File: config.mk
export PLATFORM = sky130hd
export DESIGN_NAME = grid_arbiter
export DESIGN_NICKNAME = d
export VERILOG_FILES = /design/src/rtl/grid_arbiter.sv
export SDC_FILE = /design/constraint.sdc
export NUM_CORES = 1
export LEC_CHECK = 0
export ABC_AREA = 1
export BUFFER_PORTS_ARGS = -buffer_cell sky130_fd_sc_hd__buf_2
export CAP_MARGIN = 20
export CORE_UTILIZATION = 30
export CTS_BUF_LIST = sky130_fd_sc_hd__clkbuf_4 sky130_fd_sc_hd__clkbuf_8
export DETAILED_ROUTE_END_ITERATION = 6
export PLACE_DENSITY_LB_ADDON = 0.08
export SLEW_MARGIN = 20
export SYNTH_ARGS = -nofsm -noshare
export SYNTH_HDL_FRONTEND = slang
export SYNTH_SLANG_ARGS = --single-unit
File: constraint.sdc
create_clock -name clk -period 1.7 [get_ports clk]
set_clock_uncertainty 0.1 [all_clocks]
set_input_delay 0.17 -clock clk [delete_from_list [all_inputs] [get_ports clk]]
set_output_delay 0.17 -clock clk [all_outputs]
set_load 0.02 [all_outputs]
File: src/rtl/grid_arbiter.sv
// grid_arbiter
// Arbitrates a single-port grid RAM between a VGA reader and a game
// reader/writer, and runs a full-grid clear sweep for each new round.
//
// Ports
//   clk, reset_n                 clock, asynchronous active-low reset
//   vga_req, vga_x, vga_y        VGA read request and cell coordinate
//   vga_gnt, vga_rvalid, vga_rdata
//                                VGA grant, read-valid (cycle after grant), data
//   game_req, game_we, game_x, game_y, game_wdata
//                                game request, write enable, coordinate, data
//   game_gnt, game_rvalid, game_rdata
//                                game grant, read-valid, read data
//   clear_start                  begin a grid re-initialisation sweep
//   clear_busy, clear_done       sweep in progress, one-cycle completion pulse
//   ram_en, ram_we, ram_addr, ram_wdata, ram_rdata
//                                single-port RAM, address {y,x}, 1-cycle read
module grid_arbiter #(
  parameter int GRID_SIZE     = 32,
  parameter int LOG_GRID_SIZE = 5,
  parameter int STARVE_LIMIT  = 4
) (
  input  logic                       clk,
  input  logic                       reset_n,
  input  logic                       vga_req,
  input  logic [LOG_GRID_SIZE-1:0]   vga_x,
  input  logic [LOG_GRID_SIZE-1:0]   vga_y,
  output logic                       vga_gnt,
  output logic                       vga_rvalid,
  output logic                       vga_rdata,
  input  logic                       game_req,
  input  logic                       game_we,
  input  logic [LOG_GRID_SIZE-1:0]   game_x,
  input  logic [LOG_GRID_SIZE-1:0]   game_y,
  input  logic                       game_wdata,
  output logic                       game_gnt,
  output logic                       game_rvalid,
  output logic                       game_rdata,
  input  logic                       clear_start,
  output logic                       clear_busy,
  output logic                       clear_done,
  output logic                       ram_en,
  output logic                       ram_we,
  output logic [2*LOG_GRID_SIZE-1:0] ram_addr,
  output logic                       ram_wdata,
  input  logic                       ram_rdata
);

  localparam int AW   = 2 * LOG_GRID_SIZE;
  localparam int SC_W = (STARVE_LIMIT < 1) ? 1 : $clog2(STARVE_LIMIT + 1);

  localparam logic SERVE = 1'b0;
  localparam logic CLEAR = 1'b1;

  localparam logic [SC_W-1:0]          STARVE_MAX = SC_W'(STARVE_LIMIT);
  localparam logic [SC_W-1:0]          SC_ONE     = SC_W'(1);
  localparam logic [AW-1:0]            CNT_ONE    = AW'(1);
  localparam logic [AW-1:0]            CLR_LAST   = '1;
  localparam logic [LOG_GRID_SIZE-1:0] EDGE_HI    = LOG_GRID_SIZE'(GRID_SIZE - 1);

  logic            state;
  logic [SC_W-1:0] starve_cnt;
  logic [AW-1:0]   clr_cnt;
  logic            starve_hit;
  logic            clr_border;

  assign starve_hit = (starve_cnt == STARVE_MAX);

  // Border cells of the swept address: x is the low half, y the high half.
  assign clr_border = (clr_cnt[LOG_GRID_SIZE-1:0] == '0)
                   || (clr_cnt[LOG_GRID_SIZE-1:0] == EDGE_HI)
                   || (clr_cnt[AW-1:LOG_GRID_SIZE] == '0)
                   || (clr_cnt[AW-1:LOG_GRID_SIZE] == EDGE_HI);

  // Grants are combinational so a requester is served in the cycle it asks.
  // reset_n gates them so nothing reaches the RAM while reset is held.
  // NOTE: every always_comb output gets a default first; a path that leaves
  // a signal unassigned would otherwise infer a latch.
  always_comb begin
    vga_gnt  = 1'b0;
    game_gnt = 1'b0;
    if (reset_n && (state == SERVE) && !clear_start) begin
      game_gnt = game_req && (!vga_req || starve_hit);
      vga_gnt  = vga_req && !game_gnt;
    end
  end

  // RAM port mux: the clear sweep owns the RAM outright, otherwise the winner.
  always_comb begin
    ram_en    = 1'b0;
    ram_we    = 1'b0;
    ram_addr  = '0;
    ram_wdata = 1'b0;
    if (state == CLEAR) begin
      ram_en    = 1'b1;
      ram_we    = 1'b1;
      ram_addr  = clr_cnt;
      ram_wdata = clr_border;
    end else if (game_gnt) begin
      ram_en    = 1'b1;
      ram_we    = game_we;
      ram_addr  = {game_y, game_x};
      ram_wdata = game_wdata;
    end else if (vga_gnt) begin
      ram_en    = 1'b1;
      ram_addr  = {vga_y, vga_x};
      ram_wdata = game_wdata;
    end
  end

  // NOTE: sequential state uses non-blocking assignments only, so every
  // register samples the pre-edge values regardless of statement order.
  always_ff @(posedge clk or negedge reset_n) begin
    if (!reset_n) begin
      state      <= SERVE;
      clr_cnt    <= '0;
      clear_done <= 1'b0;
    end else begin
      clear_done <= 1'b0;
      if (state == SERVE) begin
        if (clear_start) state <= CLEAR;
      end else begin
        clr_cnt <= clr_cnt + CNT_ONE;   // wraps to 0 after the last cell
        if (clr_cnt == CLR_LAST) begin
          state      <= SERVE;
          clear_done <= 1'b1;
        end
      end
    end
  end

  // Counts consecutive cycles the game port lost to VGA. Any cycle where the
  // game port is idle, granted, or the sweep takes over restarts the count.
  always_ff @(posedge clk or negedge reset_n) begin
    if (!reset_n) begin
      starve_cnt <= '0;
    end else if ((state == CLEAR) || clear_start || !game_req || game_gnt) begin
      starve_cnt <= '0;
    end else if (vga_gnt) begin
      starve_cnt <= starve_cnt + SC_ONE;
    end
  end

  // Read-valid follows the grant by one cycle to match the RAM latency.
  always_ff @(posedge clk or negedge reset_n) begin
    if (!reset_n) begin
      vga_rvalid  <= 1'b0;
      game_rvalid <= 1'b0;
    end else begin
      vga_rvalid  <= vga_gnt;
      game_rvalid <= game_gnt && !game_we;
    end
  end

  assign vga_rdata  = reset_n & ram_rdata;
  assign game_rdata = reset_n & ram_rdata;
  assign clear_busy = (state == CLEAR);

endmodule
==> impl_metrics.env, run 1 <==
export IMPL_critPathArrivalTime_ns=1.60
export IMPL_area_growth_syn_to_layout_pct=53.9
export IMPL_final_setup_tns_ns=-2.09
export IMPL_drt_initial_drc_count=31
export IMPL_grt_pass1_vias=1195
export IMPL_post_route_hold_slack_ns=0.131
export IMPL_grt_first_pass_wirelength_um=5350
export IMPL_worst_setup_path_start_kind="flop"
export IMPL_max_clock_path_buffers=2
export IMPL_outcome="finished with violations"
export IMPL_wl_met1_um=1590
export IMPL_tritoncts_num_buffers=3
export IMPL_synthMostInstantiatedCell="sky130_fd_sc_hd__nand2_1"
export IMPL_rsz0062_at_grt="true"
export IMPL_std_cell_rows=22
export IMPL_post_route_min_period_ns=1.87
export IMPL_synthesis_nets=195
export IMPL_setup_viol=14
export IMPL_dpl_hpwl_um=2480
export IMPL_antenna_found_initial=0
export IMPL_cts_root_buffer_cell="sky130_fd_sc_hd__clkbuf_8"
export IMPL_ys_ff_latch=17
export IMPL_post_route_worst_setup_slack_ns=-0.174
export IMPL_global_route_overflow_total=0
export IMPL_antenna_violating_nets_post_route=0
export IMPL_worst_ir_drop_vdd_uv=471
export IMPL_viasPerCell=4.63
export IMPL_ys_async_sr_fraction=1.00
export IMPL_minimum_setup_slack_after_placement_ns=-0.0213
export IMPL_final_instance_count_excl_fill=273
export IMPL_synth_edff_count=0
export IMPL_synth_ff_type="sky130_fd_sc_hd__dfrtp_1"
export IMPL_worst_skew_pair_late_latency_ns=0.26
export IMPL_dr_wl_met3_um=121
export IMPL_crit_path_max_fanout=5
export IMPL_synth_largest_type_area_fraction=0.349
export IMPL_finish_net_count=258
export IMPL_worst_pin_slew_ns=0.284
export IMPL_synth_area_leaders="sky130_fd_sc_hd__dfrtp_1, sky130_fd_sc_hd__nand2_1, sky130_fd_sc_hd__nand3_2"
export IMPL_max_freq_ghz=0.534
export IMPL_grt_total_usage=0.166
export IMPL_diodes=0
export IMPL_yosysSeqAreaShare=0.349
export IMPL_cts_htree_levels=1
export IMPL_route_top_layer_used="met4"
export IMPL_slew_limit_headroom=0.810
export IMPL_syn_area_mm2=0.00122
export IMPL_power_density_mw_per_mm2=937
export IMPL_die_area_mm2=0.00432
export IMPL_postSynthCellCount=163
export IMPL_num_vias=1265
export IMPL_detail_route_first_pass_iterations=4
export IMPL_remaining_drc_errors=0
export IMPL_largest_net_degree_at_the_start_of_global_routing=24
export IMPL_hold_wc_path_type="in2reg"
export IMPL_timing_critical_path_to_type="output pin"
export IMPL_core_area_mm2=0.00377
export IMPL_clkSinkCount=17
export IMPL_placer_s_final_routability_congestion_estimate=0.811
export IMPL_ys_warnings_count=0
export IMPL_cp_required_ns=1.43
export IMPL_io_pins=49
export IMPL_final_design_area_no_fill_mm2=0.00188
export IMPL_nFillCells=386
export IMPL_numPlacedInstances=261
export IMPL_worst_setup_path_type="reg2out"
export IMPL_die_h_um=65.7
export IMPL_violations="negative setup slack"
export IMPL_routed_length_on_met2_um=1680
export IMPL_clkTransAtPathRegs_ns=0.07
export IMPL_yosys_area_top_type="sky130_fd_sc_hd__dfrtp_1"
export IMPL_placed_area_mm2=0.00152
export IMPL_timing_final_hold_violations=0
export IMPL_synth_cell_type_count=24
export IMPL_min_period_over_period=1.10
export IMPL_wirelength_routed_um=3450
export IMPL_drv_max_cap_violation_count=0
export IMPL_drive_gt1_frac=0.507
export IMPL_synthTopCellsByCount="sky130_fd_sc_hd__nand2_1, sky130_fd_sc_hd__dfrtp_1, sky130_fd_sc_hd__inv_1, sky130_fd_sc_hd__nand3_1, sky130_fd_sc_hd__nand2_2"
export IMPL_routedWlPerCell_um=12.6
export IMPL_cts_tree="yes"
export IMPL_die_w_um=65.7
export IMPL_slew_viol_final=0
export IMPL_leakage_nw=1.06
export IMPL_initial_utilization=0.323
export IMPL_avgSynthCellArea_um2=7.48
export IMPL_io_buffer_count=48
==> worst paths after layout <==
kind | slack [ns] | startpoint | depth (start not counted) | to
setup / recovery | -0.17 | starve_cnt[1]$_DFFE_PN0P_ | 10 | ram_we
hold / removal | 0.13 | clear_start | 3 | clear_busy$_DFF_PN0_
setup reg to reg | 0.09 | starve_cnt[1]$_DFFE_PN0P_ | 11 | starve_cnt[1]$_DFFE_PN0P_
hold reg to reg | 0.45 | clr_cnt[0]$_DFFE_PN0P_ | 1 | clr_cnt[0]$_DFFE_PN0P_
max in group asynchronous | 1.00 | reset_n | 3 | starve_cnt[0]$_DFFE_PN0P_
min in group asynchronous | 0.33 | reset_n | 3 | clr_cnt[1]$_DFFE_PN0P_
==> final cells by class <==
type,instances,area (µm²),area share
repair buffers,62,462,0.246
repair inverters,1,8.76,0.00467
multi-input cells,122,790,0.421
flip-flops and latches,17,425,0.227
clock buffers,4,48.8,0.0260
well taps,48,60.1,0.0320
inverters,19,81.3,0.0434
==> where the power goes <==
group | internal (mW) | switching [mW]
Clock | 0.183 | 0.149
Combinational | 0.391 | 0.436
Sequential | 0.487 | 0.113
Total | 1.06 | 0.697
==> critical path, stage by stage (launching register included) <==
cell and delay [ns]:
sky130_fd_sc_hd__dfrtp_1 0.39, sky130_fd_sc_hd__inv_2 0.07, sky130_fd_sc_hd__ha_4 0.12, sky130_fd_sc_hd__nand2_2 0.04, sky130_fd_sc_hd__nand2_2 0.09, sky130_fd_sc_hd__nand2_4 0.07, sky130_fd_sc_hd__nor2_4 0.15, sky130_fd_sc_hd__buf_6 0.17
sky130_fd_sc_hd__nand2_2 0.06, sky130_fd_sc_hd__nand2_2 0.06, sky130_fd_sc_hd__buf_6 0.11
==> cells by family (layout without fill, tap and decap cells) <==
| family | after synthesis | in the layout | share of synthesized area |
|---|---|---|---|
| AO/OA/AOI/OAI | 5 | 5 | 0.0226 |
| XOR/XNOR | 5 | 5 | 0.0359 |
| adder cells (fa/ha/maj) | 4 | 4 | 0.0411 |
| buffers and inverters | 24 | 86 | 0.101 |
| flip-flops | 17 | 17 | 0.349 |
| AND/OR/NAND/NOR | 108 | 108 | 0.451 |
==> routing by layer <==
metal  GRT usage  vias to the layer above
met5           0                        -
met4      0.0598                        0
met3      0.0260                        6
met2       0.276                       27
met1       0.214                      596
li1            -                      636
==> state kept, by name, summed over array words and instances (netlist names) <==
register,flops
starve_cnt,3
vga_rvalid,1
game_rvalid,1
clear_busy,1
clr_cnt,10
clear_done,1
==> per-stage QoR <==
step,utilization,power [mW]
CTS,0.465,1.76
global placement,0.404,1.26
finish,0.497,1.76
global route,0.497,1.86
detailed placement,0.404,1.27
floorplan,-,1.05
==> layout by cell type, fill, tap and decap left out <==
| master | Yosys | layout |
|---|---|---|
| sky130_fd_sc_hd__nor3_1 | 1 | 1 |
| sky130_fd_sc_hd__nand3_1 | 15 | 13 |
| sky130_fd_sc_hd__buf_6 | 1 | 17 |
| sky130_fd_sc_hd__nand4_1 | 3 | 3 |
| sky130_fd_sc_hd__ha_1 | 4 | 3 |
| sky130_fd_sc_hd__nand3_2 | 9 | 11 |
| sky130_fd_sc_hd__a21oi_1 | 1 | 1 |
| sky130_fd_sc_hd__inv_2 | 1 | 2 |
| sky130_fd_sc_hd__nand2_4 | 1 | 10 |
| sky130_fd_sc_hd__nor2_1 | 9 | 8 |
| sky130_fd_sc_hd__nor4_1 | 1 | 1 |
| sky130_fd_sc_hd__o21ai_2 | 0 | 1 |
| sky130_fd_sc_hd__nand2_2 | 10 | 17 |
| sky130_fd_sc_hd__nor2_2 | 1 | 1 |
| sky130_fd_sc_hd__buf_12 | 1 | 1 |
| sky130_fd_sc_hd__dlygate4sd3_1 | 0 | 2 |
| sky130_fd_sc_hd__nand2_1 | 55 | 39 |
| sky130_fd_sc_hd__inv_6 | 0 | 1 |
| sky130_fd_sc_hd__o21ai_0 | 3 | 2 |
| sky130_fd_sc_hd__inv_1 | 17 | 15 |
| sky130_fd_sc_hd__buf_2 | 2 | 34 |
| sky130_fd_sc_hd__inv_4 | 1 | 1 |
| sky130_fd_sc_hd__clkbuf_4 | 0 | 1 |
| sky130_fd_sc_hd__clkbuf_8 | 0 | 3 |
| sky130_fd_sc_hd__nor2_4 | 3 | 4 |
| sky130_fd_sc_hd__inv_8 | 0 | 1 |
| sky130_fd_sc_hd__xor2_1 | 5 | 5 |
| sky130_fd_sc_hd__buf_4 | 1 | 8 |
| sky130_fd_sc_hd__ha_4 | 0 | 1 |
| sky130_fd_sc_hd__dfrtp_1 | 17 | 17 |
| sky130_fd_sc_hd__o21bai_1 | 1 | 1 |
==> what timing repair did <==
action                                  4_1_cts  5_1_grt
pin swaps                                     3       18
buffers inserted                              5        0
endpoints found under the setup margin       15       21
endpoints found under the hold margin        18        0
hold buffers                                  2        0
resized for setup                            40       33
cloned                                        1        0
(Power assumes the default switching activity.)
==> inputs of run 2 (changes only) <==
- CORE_MARGIN: not set -> 2
==> run 2 against run 1 <==
Effect of this change: the flow still finishes with violations (negative setup slack); utilization shrank 2.9 points; clock power up 3%; worst setup slack lost 0.059 ns; die area increased by 6.2%; total power fell by 2.5%.
==> impl_metrics.env, run 2 (same netlist as run 1, synthesis figures left out) <==
export IMPL_largest_net_degree_at_the_start_of_global_routing=24
export IMPL_cp_required_ns=1.43
export IMPL_postLayoutCoreUtil=0.468
export IMPL_minimum_setup_slack_after_placement_ns=-0.00595
export IMPL_io_pins=49
export IMPL_slew_limit_headroom=0.436
export IMPL_hold_wc_path_type="in2reg"
export IMPL_power_sequential_fraction=0.350
export IMPL_rsz0062_at_grt="true"
export IMPL_path_depth=11
export IMPL_worst_setup_path_start_kind="flop"
export IMPL_critPathArrivalTime_ns=1.66
export IMPL_critical_path_cell_by_cell="inv_2, ha_1, nand2_1, nand2_1, nand2_2, nor2_4, buf_6, buf_12, nand2_1, nand3_2, buf_6"
export IMPL_layout_commonest_cell="sky130_fd_sc_hd__nand2_1"
export IMPL_share_comb_of_total_power=0.450
export IMPL_routedWlPerCell_um=12.6
export IMPL_post_route_min_period_ns=1.93
export IMPL_crit_path_frequent_cell="sky130_fd_sc_hd__nand2_1"
export IMPL_cts_tree="yes"
export IMPL_numPlacedInstances=261
export IMPL_max_reg_flops=10
export IMPL_tritoncts_num_buffers=3
export IMPL_outcome="finished with violations"
export IMPL_wl_met1_um=1590
export IMPL_timing_critical_path_to_type="output pin"
export IMPL_switching_power_mw=0.681
export IMPL_max_clock_path_buffers=2
export IMPL_viasPerCell=4.46
export IMPL_cp_top_family="simple AND/OR/NAND/NOR gates"
export IMPL_finish_net_count=262
export IMPL_drt_initial_drc_count=25
export IMPL_grt_total_usage=0.169
export IMPL_min_period_over_period=1.14
export IMPL_routed_length_on_met2_um=1670
export IMPL_internal_power_consumption_mw=1.03
export IMPL_cts_htree_levels=1
export IMPL_std_cell_rows=23
export IMPL_die_h_um=67.7
export IMPL_cts_root_buffer_cell="sky130_fd_sc_hd__clkbuf_8"
export IMPL_area_growth_syn_to_layout_pct=51.4
export IMPL_grt_pass1_vias=1221
export IMPL_power_density_mw_per_mm2=928
export IMPL_max_flop_register="clr_cnt"
export IMPL_wirelength_routed_um=3520
export IMPL_report_power_total_mw=1.71
export IMPL_final_design_area_no_fill_mm2=0.00185
export IMPL_setup_viol=17
export IMPL_grt_first_pass_wirelength_um=5600
export IMPL_die_w_um=67.7
export IMPL_leakage_nw=0.999
export IMPL_dpl_hpwl_um=2350
export IMPL_num_vias=1244
export IMPL_initial_utilization=0.309
export IMPL_placer_s_final_routability_congestion_estimate=0.809
export IMPL_diodes=0
export IMPL_clkSinkCount=17
export IMPL_worst_ir_drop_vdd_uv=312
export IMPL_biggest_registers_after_layout="clr_cnt: 10 flops, starve_cnt: 3 flops"
export IMPL_clkTransAtPathRegs_ns=0.07
export IMPL_mostFrequentLayoutCells="sky130_fd_sc_hd__nand2_1, sky130_fd_sc_hd__buf_2, sky130_fd_sc_hd__nand2_2"
export IMPL_violations="negative setup slack"
export IMPL_clockPowerShare=0.200
export IMPL_die_area_mm2=0.00459
export IMPL_max_freq_ghz=0.517
export IMPL_route_top_layer_used="met4"
export IMPL_drv_max_cap_violation_count=0
export IMPL_io_buffer_count=48
export IMPL_switching_share=0.397
export IMPL_drive_gt1_frac=0.476
export IMPL_crit_buf_inv=4
export IMPL_final_setup_tns_ns=-2.96
export IMPL_worst_pin_slew_ns=0.844
export IMPL_post_route_hold_slack_ns=0.120
export IMPL_remaining_drc_errors=0
export IMPL_dr_wl_met3_um=213
export IMPL_core_area_mm2=0.00394
export IMPL_post_route_worst_setup_slack_ns=-0.233
export IMPL_placed_area_mm2=0.00152
export IMPL_final_instance_count_excl_fill=279
export IMPL_antenna_found_initial=0
export IMPL_timing_final_hold_violations=0
export IMPL_antenna_violating_nets_post_route=0
export IMPL_slew_viol_final=0
export IMPL_crit_path_max_incr_delay_ns=0.39
export IMPL_worst_skew_pair_late_latency_ns=0.26
export IMPL_critPathSlowestCell="sky130_fd_sc_hd__dfrtp_1"
export IMPL_ff_to_ff_path_depth=12
export IMPL_global_route_overflow_total=0
export IMPL_worst_setup_path_type="reg2out"
export IMPL_holdPathStages=3
export IMPL_crit_path_max_fanout=7
export IMPL_detail_route_first_pass_iterations=4
[run 2: cell types whose count changed in the layout (fill, tap and decap cells not counted), sizes merged]
cell  delta
buf      +4
[run 2: area by class of cell]
class                   instances  area [µm²]
fillers                       406        2100
multi-input cells             122         716
clock buffers                   4        48.8
inverters                      19        78.8
well taps                      50        62.6
repair inverters                1        8.76
flip-flops and latches         17         427
repair buffers                 66         504
[run 2: worst min-delay path, delay by kind of cell]
kind	cells	cell delay (ns)
buf+inv	1	0.10
simple gates	1	0.04
compound gates	1	0.12
[run 2: layer usage]
layer  track usage  up-vias
met5             0        -
met4        0.0714        0
met3        0.0283        6
met2         0.288       46
met1         0.208      546
li1              -      646
[run 2: power groups by stage]
stage	Combinational [mW]	Sequential [mW]	Clock (mW)
after floorplan	0.472	0.577	0
final	0.772	0.599	0.342
after global placement	0.653	0.605	0
after CTS	0.778	0.599	0.350
after detailed placement	0.657	0.607	0
after global routing	0.864	0.615	0.370
[run 2: final timing paths]
path / startpoint / endpoint / slack [ns]
max: starve_cnt[0]$_DFFE_PN0P_ / ram_addr[6] / -0.23
min: clear_start / clear_busy$_DFF_PN0_ / 0.12
max reg2reg: starve_cnt[0]$_DFFE_PN0P_ / starve_cnt[0]$_DFFE_PN0P_ / -0.06
min reg2reg: clr_cnt[0]$_DFFE_PN0P_ / clr_cnt[0]$_DFFE_PN0P_ / 0.42
max in group asynchronous: reset_n / clr_cnt[0]$_DFFE_PN0P_ / 0.30
min in group asynchronous: reset_n / clear_done$_DFF_PN0_ / 0.63
[run 2: what timing repair did]
| action | CTS | global route |
|---|---|---|
| setup endpoints to repair | 15 | 20 |
| gates cloned | 2 | 0 |
| hold buffers | 2 | 0 |
| resized for setup | 38 | 10 |
| buffers inserted | 8 | 2 |
| pin swaps | 2 | 3 |
| hold endpoints to repair | 18 | 0 |
==> inputs of run 3 (changes only) <==
- REMOVE_ABC_BUFFERS: not set -> 1
==> run 3 against run 2 <==
Effect of this change: the run still ends with negative setup slack left; fmax increased by 3.7%; critical path depth decreased by 1; wire length decreased by 6.8%; first-iteration DRC count increased by 120%; critical path type unchanged; highest routed layer unchanged.
==> impl_metrics.env, run 3 (same netlist as run 1, synthesis figures left out) <==
export IMPL_worst_pin_slew_ns=0.253
export IMPL_cp_required_ns=1.43
export IMPL_diodes=0
export IMPL_leakage_nw=0.997
export IMPL_placed_area_mm2=0.00153
export IMPL_max_clock_path_buffers=2
export IMPL_die_h_um=67.7
export IMPL_area_growth_syn_to_layout_pct=49.0
export IMPL_detail_route_first_pass_iterations=4
export IMPL_core_area_mm2=0.00394
export IMPL_worst_setup_path_start_kind="flop"
export IMPL_timing_critical_path_to_type="output pin"
export IMPL_regToRegStartpoint="starve_cnt[1]$_DFFE_PN0P_"
export IMPL_slew_viol_final=0
export IMPL_finish_net_count=261
export IMPL_dpl_hpwl_um=2430
export IMPL_cts_htree_levels=1
export IMPL_worst_setup_path_type="reg2out"
export IMPL_placer_s_final_routability_congestion_estimate=0.818
export IMPL_biggest_registers_after_layout="clr_cnt: 10 flops, starve_cnt: 3 flops"
export IMPL_slew_limit_headroom=0.830
export IMPL_drv_max_cap_violation_count=0
export IMPL_post_route_min_period_ns=1.86
export IMPL_cts_tree="yes"
export IMPL_hold_start="clear_start"
export IMPL_outcome="finished with violations"
export IMPL_routedWlPerCell_um=11.8
export IMPL_grt_first_pass_wirelength_um=5510
export IMPL_rsz0062_at_grt="true"
export IMPL_antenna_violating_nets_post_route=0
export IMPL_setup_viol=14
export IMPL_remaining_drc_errors=0
export IMPL_clkSinkCount=17
export IMPL_crit_start="starve_cnt[1]$_DFFE_PN0P_"
export IMPL_hold_wc_path_type="in2reg"
export IMPL_max_freq_ghz=0.536
export IMPL_std_cell_rows=23
export IMPL_largest_net_degree_at_the_start_of_global_routing=24
export IMPL_drive_gt1_frac=0.452
export IMPL_max_flop_register="clr_cnt"
export IMPL_die_area_mm2=0.00459
export IMPL_timing_final_hold_violations=0
export IMPL_final_design_area_no_fill_mm2=0.00182
export IMPL_cts_root_buffer_cell="sky130_fd_sc_hd__clkbuf_8"
export IMPL_min_period_over_period=1.10
export IMPL_mostFrequentLayoutCells="sky130_fd_sc_hd__nand2_1, sky130_fd_sc_hd__buf_2, sky130_fd_sc_hd__dfrtp_1, sky130_fd_sc_hd__buf_6, sky130_fd_sc_hd__inv_1"
export IMPL_crit_path_end="ram_addr[9]"
export IMPL_wirelength_routed_um=3280
export IMPL_max_reg_flops=10
export IMPL_worst_ir_drop_vdd_uv=386
export IMPL_clkTransAtPathRegs_ns=0.07
export IMPL_global_route_overflow_total=0
export IMPL_drt_initial_drc_count=54
export IMPL_grt_total_usage=0.159
export IMPL_violations="negative setup slack"
export IMPL_grt_pass1_vias=1237
export IMPL_holdPathStages=3
export IMPL_initial_utilization=0.309
export IMPL_io_buffer_count=48
export IMPL_tritoncts_num_buffers=3
export IMPL_layout_commonest_cell="sky130_fd_sc_hd__nand2_1"
export IMPL_antenna_found_initial=0
export IMPL_worst_skew_pair_late_latency_ns=0.25
export IMPL_regToRegSetupSlack_ns=0.09
export IMPL_io_pins=49
export IMPL_num_vias=1286
export IMPL_power_density_mw_per_mm2=967
export IMPL_ff_to_ff_path_depth=11
export IMPL_post_route_worst_setup_slack_ns=-0.164
export IMPL_die_w_um=67.7
export IMPL_r2r_end="starve_cnt[0]$_DFFE_PN0P_"
export IMPL_crit_path_max_fanout=6
export IMPL_viasPerCell=4.63
export IMPL_final_setup_tns_ns=-2.10
export IMPL_critPathArrivalTime_ns=1.59
run 3: layer usage:
metal | global-route usage | vias to the layer above | wire length [µm]
met5 | 0 | - | 0
li1 | - | 639 | -
met4 | 0.0816 | 0 | 43
met1 | 0.207 | 610 | 1420
met2 | 0.254 | 33 | 1720
met3 | 0.0233 | 4 | 106
run 3: how the worst min path moves through the flow:
stage | slack, ns | endpoint
after floorplan | -0.23 | clear_busy$_DFF_PN0_
after global placement | 0.10 | clr_cnt[5]$_DFFE_PN0P_
after detailed placement | 0.09 | clr_cnt[5]$_DFFE_PN0P_
after CTS | 0.12 | clear_busy$_DFF_PN0_
after global routing | 0.15 | clear_busy$_DFF_PN0_
final | 0.11 | clear_busy$_DFF_PN0_
run 3: per-stage QoR:
| step | cells | utilization | total power, mW | hold slack, ns | setup WS (ns) |
|---|---|---|---|---|---|
| 2_1_floorplan | 158 | - | 1.05 | -0.226 | -0.155 |
| 3_3_place_gp | 263 | 0.387 | 1.28 | 0.103 | 0.0400 |
| 3_5_place_dp | 263 | 0.387 | 1.29 | 0.0887 | -0.0165 |
| 4_1_cts | 274 | 0.439 | 1.77 | 0.116 | -0.155 |
| 5_1_grt | 278 | 0.460 | 1.89 | 0.154 | -0.306 |
| 6_report | 278 | 0.460 | 1.76 | 0.114 | -0.164 |
run 3: cell type report:
class                      count  area [µm²]
multi-input combinational    122         702
sequential                    17         425
inverter                      19        78.8
timing repair buffer          65         487
timing repair inverter         1        11.3
tap                           50        62.6
clock buffer                   4        48.8
fill                         401        2130
run 3: where the power goes:
part	internal, mW	total [mW]	switching (mW)
clock	0.182	0.323	0.141
combinational	0.394	0.823	0.429
sequential	0.486	0.609	0.123
total	1.06	1.76	0.693
run 3: worst max-delay path, cell delays in order, from the launching register on:
cell                      delay, ns
sky130_fd_sc_hd__dfrtp_1       0.40
sky130_fd_sc_hd__inv_1         0.07
sky130_fd_sc_hd__ha_1          0.13
sky130_fd_sc_hd__nand2_1       0.04
sky130_fd_sc_hd__nand2_1       0.07
sky130_fd_sc_hd__nand2_2       0.08
sky130_fd_sc_hd__nor2_4        0.16
sky130_fd_sc_hd__buf_6         0.14
sky130_fd_sc_hd__nand2_1       0.06
sky130_fd_sc_hd__nand3_2       0.08
sky130_fd_sc_hd__buf_6         0.12
run 3: what timing repair did:
action | 4_1_cts | 5_1_grt
setup endpoints to repair | 15 | 19
gates cloned | 1 | 1
hold buffers | 2 | 0
pin swaps | 3 | 5
hold endpoints to repair | 18 | 0
buffers inserted | 4 | 3
gates resized for setup | 34 | 17
